<file path="src/rtl/ff_arb_ctrl_pkg.sv">
// Shared encodings and the bank update function for ff_bank_arb_ctrl.
package ff_arb_ctrl_pkg;

  localparam logic [1:0] CMD_HOLD = 2'b00;
  localparam logic [1:0] CMD_CLR  = 2'b01;
  localparam logic [1:0] CMD_TGL  = 2'b10;
  localparam logic [1:0] CMD_SET  = 2'b11;

  localparam logic [0:0] ST_IDLE  = 1'b0;
  localparam logic [0:0] ST_APPLY = 1'b1;

  // Widest bank the update function handles; callers zero-extend and slice.
  localparam int unsigned MAX_W = 64;

  function automatic logic [MAX_W-1:0] apply_cmd(input logic [1:0]       cmd,
                                                 input logic [MAX_W-1:0] mask,
                                                 input logic [MAX_W-1:0] val);
    logic [MAX_W-1:0] res;
    unique case (cmd)
      CMD_HOLD: res = val;
      CMD_CLR:  res = val & ~mask;
      CMD_TGL:  res = val ^ mask;
      CMD_SET:  res = val | mask;
      default:  res = val;
    endcase
    return res;
  endfunction

endpackage

</file>
<file path="src/rtl/rr_arbiter.sv">
// Combinational N-way arbiter: round-robin from ptr_i, or fixed priority
// when FF_ARB_CTRL_FIXED_PRIO_EN is defined.
module rr_arbiter #(
  parameter int unsigned N     = 4,
  parameter int unsigned PTR_W = (N > 1) ? $clog2(N) : 1
) (
  input  logic [N-1:0]     req_i,
  input  logic [PTR_W-1:0] ptr_i,
  output logic [N-1:0]     gnt_o
);

  logic             found;
  logic [PTR_W-1:0] idx;

`ifdef FF_ARB_CTRL_FIXED_PRIO_EN
  logic unused_ptr;
  assign unused_ptr = ^ptr_i;

  always_comb begin
    gnt_o = '0;
    found = 1'b0;
    idx   = '0;
    for (int unsigned k = 0; k < N; k++) begin
      idx = PTR_W'(k);
      if (!found && req_i[idx]) begin
        gnt_o[idx] = 1'b1;
        found      = 1'b1;
      end
    end
  end
`else
  // Search starts at the pointer and wraps around once.
  always_comb begin
    gnt_o = '0;
    found = 1'b0;
    idx   = '0;
    for (int unsigned k = 0; k < N; k++) begin
      idx = PTR_W'((32'(ptr_i) + k) % N);
      if (!found && req_i[idx]) begin
        gnt_o[idx] = 1'b1;
        found      = 1'b1;
      end
    end
  end
`endif

endmodule

</file>
<file path="src/rtl/ff_bank_arb_ctrl.sv">
// Arbitrates N requesters onto one W-bit hold/clear/toggle/set flip-flop bank.
// Define FF_ARB_CTRL_FIXED_PRIO_EN for fixed lowest-index priority.
module ff_bank_arb_ctrl
  import ff_arb_ctrl_pkg::*;
#(
  parameter int unsigned N     = 4,  // 2..8
  parameter int unsigned W     = 4,  // at most MAX_W
  parameter int unsigned CNT_W = 8
) (
  input  logic             CLK,
  input  logic             RST_N,
  input  logic [N-1:0]     REQ,
  input  logic [2*N-1:0]   CMD,
  input  logic [W*N-1:0]   MASK,
  output logic [N-1:0]     GNT,
  output logic [W-1:0]     Q,
  output logic             BUSY,
  output logic [CNT_W-1:0] OP_CNT
);

  localparam int unsigned PTR_W = (N > 1) ? $clog2(N) : 1;

  logic [0:0]       state_q, state_d;
  logic [N-1:0]     gnt_q, gnt_d;
  logic [W-1:0]     q_q, q_d;
  logic [CNT_W-1:0] cnt_q, cnt_d;
  logic [1:0]       cmd_q, cmd_d;
  logic [W-1:0]     mask_q, mask_d;

  logic [N-1:0]     arb_gnt;
  logic [PTR_W-1:0] ptr;
  logic [1:0]       cmd_sel;
  logic [W-1:0]     mask_sel;
  logic [MAX_W-1:0] mask_ext, q_in_ext, q_ext;
  logic             unused_q_ext;

  rr_arbiter #(
    .N     (N),
    .PTR_W (PTR_W)
  ) u_arb (
    .req_i (REQ),
    .ptr_i (ptr),
    .gnt_o (arb_gnt)
  );

  always_comb begin
    cmd_sel  = CMD_HOLD;
    mask_sel = '0;
    for (int i = 0; i < int'(N); i++) begin
      if (arb_gnt[i]) begin
        cmd_sel  = CMD[2*i +: 2];
        mask_sel = MASK[W*i +: W];
      end
    end
  end

  always_comb begin
    mask_ext           = '0;
    mask_ext[W-1:0]    = mask_q;
    q_in_ext           = '0;
    q_in_ext[W-1:0]    = q_q;
    q_ext              = apply_cmd(cmd_q, mask_ext, q_in_ext);
  end

  // Bits above W are always zero-extended padding.
  assign unused_q_ext = ^q_ext;

  always_comb begin
    state_d = state_q;
    gnt_d   = gnt_q;
    q_d     = q_q;
    cnt_d   = cnt_q;
    cmd_d   = cmd_q;
    mask_d  = mask_q;
    unique case (state_q)
      ST_IDLE: begin
        if (|REQ) begin
          state_d = ST_APPLY;
          gnt_d   = arb_gnt;
          cmd_d   = cmd_sel;
          mask_d  = mask_sel;
        end else begin
          gnt_d = '0;
        end
      end
      ST_APPLY: begin
        q_d     = q_ext[W-1:0];
        cnt_d   = cnt_q + CNT_W'(1);
        gnt_d   = '0;
        state_d = ST_IDLE;
      end
      default: state_d = ST_IDLE;
    endcase
  end

  always_ff @(posedge CLK or negedge RST_N) begin
    if (!RST_N) begin
      state_q <= ST_IDLE;
      gnt_q   <= '0;
      q_q     <= '0;
      cnt_q   <= '0;
      cmd_q   <= CMD_HOLD;
      mask_q  <= '0;
    end else begin
      state_q <= state_d;
      gnt_q   <= gnt_d;
      q_q     <= q_d;
      cnt_q   <= cnt_d;
      cmd_q   <= cmd_d;
      mask_q  <= mask_d;
    end
  end

`ifdef FF_ARB_CTRL_FIXED_PRIO_EN
  assign ptr = '0;
`else
  logic [PTR_W-1:0] ptr_q, ptr_d;

  // Pointer advances past the winner as the operation completes.
  always_comb begin
    ptr_d = ptr_q;
    if (state_q == ST_APPLY) begin
      for (int i = 0; i < int'(N); i++) begin
        if (gnt_q[i]) begin
          ptr_d = (i == int'(N) - 1) ? '0 : PTR_W'(i + 1);
        end
      end
    end
  end

  always_ff @(posedge CLK or negedge RST_N) begin
    if (!RST_N) begin
      ptr_q <= '0;
    end else begin
      ptr_q <= ptr_d;
    end
  end

  assign ptr = ptr_q;
`endif

  assign GNT    = gnt_q;
  assign Q      = q_q;
  assign BUSY   = (state_q == ST_APPLY);
  assign OP_CNT = cnt_q;

endmodule

</file>
<file path="config.mk">
export PLATFORM = sky130hd
export DESIGN_NAME = ff_bank_arb_ctrl
export DESIGN_NICKNAME = d
export VERILOG_FILES = /design/src/rtl/ff_arb_ctrl_pkg.sv /design/src/rtl/rr_arbiter.sv /design/src/rtl/ff_bank_arb_ctrl.sv
export SDC_FILE = /design/constraint.sdc
export NUM_CORES = 1
export LEC_CHECK = 0
export CAP_MARGIN = 5
export CORE_AREA = 2 2 61 63
export CTS_CLUSTER_SIZE = 24
export DETAILED_ROUTE_END_ITERATION = 10
export DIE_AREA = 0 0 63 65
export DONT_BUFFER_PORTS = 1
export PLACE_DENSITY_LB_ADDON = 0.25
export RECOVER_POWER = 100
export SLEW_MARGIN = 15
export SYNTH_ARGS = -nofsm -noshare
export SYNTH_HDL_FRONTEND = slang
export SYNTH_HIERARCHICAL = 1
export SYNTH_SLANG_ARGS = --single-unit
</file>
<file path="constraint.sdc">
create_clock -name CLK -period 2.8 [get_ports CLK]
set_input_delay 0.28 -clock CLK [delete_from_list [all_inputs] [get_ports CLK]]
set_output_delay 0.28 -clock CLK [all_outputs]
set_load 0.03 [all_outputs]
</file>
; Yosys cells after proc, flatten, opt, wreduce, memory -nomap -nowiden
; Index checks and enable logic that the tools add are counted.
[word_totals]
reg_bits = 25
latchBits = 0
ram_bits = 0
romBits = 0
input_bits = 30
out_inout_bits = 17
word_cells = 87
n_memories = 0
[classes]
addsub = 4
mul = 0
n_div = 0
n_lt_le_gt_ge = 8
eq_ne = 3
n_shift = 0
mux = 40
bitwise = 9
reduce_logical = 16
[op_table]
columns = operator, n
row1 = 2-to-1 mux 4 bit, 9
row2 = 2-to-1 mux 2 bit, 8
row3 = OR 4 bit, 4
row4 = case mux 4 bit (4 select lines), 1
row5 = less-than comparator 2 x 3 -> 1 bit (second input constant), 4
row6 = 2-to-1 mux 1 bit, 12
row7 = adder 8 x 1 -> 8 bit (second input constant), 1
row8 = binary-select mux 1 bit (select 2 bit), 4
row9 = demux 1 bit (select 2 bit), 4
row10 = greater-or-equal comparator 2 x 1 -> 1 bit (second input constant), 4
row11 = case mux 4 bit (2 select lines), 1
row12 = logical AND 1 bit, 7
row13 = AND reduction 2 bit, 3
row14 = adder 2 bit (second input constant), 2
row15 = AND 4 bit, 1
row16 = == test 2 bit (second input constant), 2
row17 = NOT 4 bit, 1
row18 = nonzero test 4 bit, 1
row19 = OR reduction 4 bit, 1
row20 = bitwise XOR 4 bit, 1
row21 = logical NOT 1 bit, 3
row22 = adder 2 x 1 -> 2 bit (second input constant), 1
row23 = == test 2 x 1 -> 1 bit (second input constant), 1
row24 = logical NOT 2 bit, 1
row25 = other kinds (2), 3

; Depth between registers and ports, before layout
[logic_depth]
depth_word = 16
ltp_mapped = 10
mapped_depth_nobuf = 9

; Cells and area by module
; The synthesis kept the hierarchy.
[by_module_without_submodules]
columns = module, n_inst, cells_each, area_each_um2, seq_area_each_um2
row1 = ff_bank_arb_ctrl, 1, 138, 1396.3, 625.6
row2 = rr_arbiter, 1, 36, 337.8, 0.0

; Least setup slack after synthesis
; OpenSTA, ideal clock, no wires.
[synth_path]
path_type = register to register
startpoint = register ptr_q[0] (netlist: ptr[0])
endpoint = register mask_q[2]
arrival_ns = 2.502
required_ns = 2.668
setup_slack_ns = 0.165
stages_incl_launch_ff = 11
n_path_buf = 1
period_less_slack_ns = 2.635
cell_sequence = dfrtp_1 -> inv_1 -> ha_1 -> mux4_2 -> nor4b_4 -> nand2_1 -> o211ai_1 -> buf_1 -> nor2b_2 -> a221oi_1 -> o41ai_2
[synth_between]
elab_cells_between_ends = 51
cone_classes = add/sub (3) / order compare (8) / mux (27) / bitwise (3) / reduce/logical (10)
[synth_rtl]
columns = item, line
row1 = from (decl), ff_bank_arb_ctrl.sv:117  ; logic [PTR_W-1:0] ptr_q, ptr_d;
row2 = from (signal assigned), ff_bank_arb_ctrl.sv:135  ; ptr_q <= ptr_d;
row3 = "parallel branches: the longest is 11 deep, another holds less-than comparator 2 x 3 -> 1 bit", --
row4 = 2-to-1 mux 4 bit *, rr_arbiter.sv:39  ; if (!found && req_i[idx]) begin
row5 = named net arb_gnt[1], ff_bank_arb_ctrl.sv:30  ; logic [N-1:0] arb_gnt;
row6 = 2-to-1 mux 4 bit * (3 in a row), ff_bank_arb_ctrl.sv:50  ; if (arb_gnt[i]) begin
row7 = to (signal assigned), ff_bank_arb_ctrl.sv:110  ; mask_q <= mask_d;
row8 = to (decl), ff_bank_arb_ctrl.sv:28  ; logic [W-1:0] mask_q, mask_d;
; Mark *: on every way through the listed nets, which the timed path passes. The select of a mux whose other input is x is not followed.
; A chain may end at the register's enable or synchronous reset.

; Worst setup path in the final report
[layout_path]
startpoint = register ptr_q[0] (netlist: ptr[0])
endpoint = register mask_q[2]
[layout_between]
elab_cells_between_ends = 51
cone_classes = add/sub (3) / order compare (8) / mux (27) / bitwise (3) / reduce/logical (10)
[layout_rtl]
columns = item, line
row1 = "parallel branches: the longest is 11 deep, another holds less-than comparator 2 x 3 -> 1 bit", --
row2 = 2-to-1 mux 4 bit *, rr_arbiter.sv:39
row3 = named net arb_gnt[2], ff_bank_arb_ctrl.sv:30
row4 = 2-to-1 mux 4 bit * (2 in a row), ff_bank_arb_ctrl.sv:50
; Marked as above.

==> impl_metrics.tcl <==
set metrics [dict create \
    hold_violations 0 \
    ys_seq_area_share_pct 36.08 \
    rows 22 \
    gp_congestion 0.8523 \
    drt_iter0_drc 56 \
    crit_type "reg -> reg" \
    overflow 0 \
    hpwl_um 2733 \
    layout-drive-gt1-share_pct 13.79 \
    wl_um 3585 \
    top_layer_used "met4" \
    grt_first_pass_wirelength_um 6037 \
    drcViolationCount 0 \
    syn_to_final_growth_pct 4.401 \
    ant_nets 0 \
    slowest_stage "dfrtp_2" \
    clkSinkCount 25 \
    peakVddDrop_mv 0.7156 \
    whs_ps 167.8 \
    ys.flop_type "dfrtp_1" \
    crit_fanout 6 \
    drv_cap 0 \
    period_needed_ps 2601 \
    wl_met3_um 200 \
    io_pins 47 \
    syn_nets 219 \
    nFillCells 330 \
    async_reset_ff_share_pct 100.0 \
    die_w_um 63 \
    viasPerCell 6.072 \
    wl_met2_um 1803 \
    wl_per_cell_um 16.15 \
    drt_pre_antenna_iters 5 \
    cp-start-kind "flip-flop" \
    required_ps 3000 \
    worst-path-buf-inv 1 \
    nets 220 \
    crit_arrival_ps 2800 \
    hold_path_class "in -> reg" \
    num_vias 1348 \
    worstSkewPairLatency_ps 320 \
    grt_use_total_pct 18.42 \
    worstHoldStart "MASK[11]" \
    p_per_area_nw_per_um2 1303 \
    root_buffer "clkbuf_4" \
    ys_ff_latch 25 \
    rr_startpoint "ptr[0]$_DFFE_PN0P_" \
    timing.setup.tns_ps 0 \
    met1_length_um 1512 \
    hold_depth 2 \
    rrSetupSlack_ps 200 \
    rsz0062_at_grt "false" \
    core-area_um2 3496 \
    r2r-end "mask_q[2]$_DFFE_PN0P_" \
    setup_viol 0 \
    dieArea_um2 4095 \
    worst_pin_slew_ps 1294 \
    clockBufferDepth 2 \
    cts.htree.levels 1 \
    grt_start_max_net_pins 26 \
    clock_skew_ps 8.863 \
    multi_input_area_um2 991.0 \
    postSynthCellCount 174 \
    yosysWarnings 6 \
    path_clk_slew_ps 140 \
    ys_types 40 \
    regArea_um2 626.9 \
    period_share_pct 92.89 \
    cts_tree "done" \
    slew_headroom_pct 13.71 \
    leakagePower_uw 0.0007911 \
    antenna_found_initial 0 \
    start_util_pct 49.61 \
    die_h_um 65 \
    synth-edff-count 0 \
    slew_viol_final 0 \
    cp_slowest_stage_delay_ps 450 \
    synth_area_um2 1734 \
    worstRegToRegCells 9 \
    critPathTopFamily "compound AO/OA/AOI/OAI gates" \
    status "finished clean" \
    grt_pass1_vias 1298 \
    syn_area_per_cell_um2 9.966 \
    numCtsBuffers 3 \
    endpoint_kind "flip-flop" \
    max_freq_mhz 384.5 \
    io_buffers 0 \
    holdPathEnd "mask_q[3]$_DFFE_PN0P_" \
    antenna_cells 0 \
    crit_chain "inv_1 -> ha_1 -> mux4_2 -> a21oi_1 -> a21o_2 -> o211ai_1 -> or2_2 -> a221oi_1 -> o41ai_2" \
]
## power by group
part	leakage [µW]	switching, µW	internal (µW)
sequential	0.000307	441	524
clock	0.0000150	109	55.7
combinational	0.000469	634	595
total	0.000791	1180	1170
## routing by layer
layer  vias up  global-route usage, %
met5         -                      0
met4         0                  7.778
met3         8                  4.861
met2        44                  31.25
met1       666                  22.10
li1        630                      -
## sequential cells by signal, summed over array words and instances (netlist names)
signal and flops:
OP_CNT 8, GNT 4, Q 4, mask_q 4
cmd_q 2, ptr 2, BUSY 1
## repair_timing
action                     4_1_cts  5_1_grt
setup endpoints to repair        0        6
gates resized for setup          0        2
setup buffers                    0        0
hold buffers                     2        0
hold endpoints to repair        25        0
## final cells by class
type                       instances  share of cell area, %
timing repair buffer               5                  2.004
tap                               48                  3.317
sequential                        25                  34.62
inverter                          18                  3.870
clock buffer                       4                  1.451
multi-input combinational        122                  54.73
## worst max-delay path by stage
stage / start / end / slack, ps / depth (start not counted)
2_1_floorplan: ptr[0]$_DFFE_PN0P_ / mask_q[2]$_DFFE_PN0P_ / 170 / 10
3_3_place_gp: ptr[0]$_DFFE_PN0P_ / mask_q[2]$_DFFE_PN0P_ / 270 / 9
4_1_cts: ptr[0]$_DFFE_PN0P_ / mask_q[2]$_DFFE_PN0P_ / 130 / 9
5_1_grt: ptr[0]$_DFFE_PN0P_ / mask_q[2]$_DFFE_PN0P_ / 60 / 9
6_report: ptr[0]$_DFFE_PN0P_ / mask_q[2]$_DFFE_PN0P_ / 200 / 9
3_5_place_dp: ptr[0]$_DFFE_PN0P_ / mask_q[2]$_DFFE_PN0P_ / 190 / 8
## worst reg2reg max path, delay by kind of cell, from the launching register on
family,cells,cell delay [ps]
and+or+nand+nor,1,380
adders and majority gates,1,340
muxes,1,390
DFF,1,450
buffers and inverters,1,100
AOI/OAI and AO/OA,5,840
## kinds of logic after synthesis
kind of cell | count (synthesis) | synth area share [%]
fa+ha+maj | 15 | 10.82
simple gates | 43 | 14.79
buf+inv | 27 | 7.070
compound gates | 52 | 21.43
xor+xnor | 7 | 3.535
mux | 5 | 6.277
flops | 25 | 36.08
## cells in the final DEF (no fill, tap or decap), drive strengths merged, types with 4 or more instances in the layout
master / Yosys / routed
inv: 18 / 18
a21o: 5 / 5
mux4: 4 / 4
o21ai: 9 / 9
a21oi: 6 / 6
clkbuf: 3 / 5
o211ai: 7 / 7
o22ai: 5 / 5
a221oi: 6 / 6
nand2: 15 / 15
nor2: 7 / 7
dfrtp: 25 / 25
ha: 15 / 15
xnor2: 4 / 4
nand4: 4 / 4
o31ai: 5 / 5
## stage by stage
step | total power (µW) | cells | setup WS (ps) | cell area, µm² | utilization, %
after floorplan | 1928 | 174 | 165.5 | 1734 | -
after global placement | 2100 | 216 | 272.0 | 1764 | 50.47
after detailed placement | 2165 | 216 | 187.4 | 1764 | 50.47
after CTS | 2345 | 222 | 133.8 | 1821 | 52.08
after global routing | 2573 | 222 | 57.39 | 1810 | 51.79
final | 2360 | 222 | 199.2 | 1810 | 51.79
## synthesized netlist by cell type, types with 2 or more instances
master	n	area [µm²]
nand4_1	4	25.02
or2_2	2	12.51
a21oi_1	6	30.03
mux4_2	2	45.04
ha_1	15	187.7
a21o_2	4	35.03
o31ai_1	5	37.54
inv_1	17	63.81
nand2_1	15	56.30
xor2_1	3	26.28
clkbuf_1	3	11.26
o22ai_1	5	31.28
a221oi_1	6	52.55
o21a_1	3	22.52
xnor2_1	4	35.03
nand2b_1	2	12.51
o2111ai_1	3	26.28
and2_4	3	26.28
mux4_1	2	52.55
o211ai_1	7	52.55
nor2_1	7	26.28
buf_2	3	15.01
nand3_1	3	15.01
o21ai_0	9	45.04
dfrtp_1	25	625.6
buf_6	2	22.52
(Power assumes the default switching activity.)
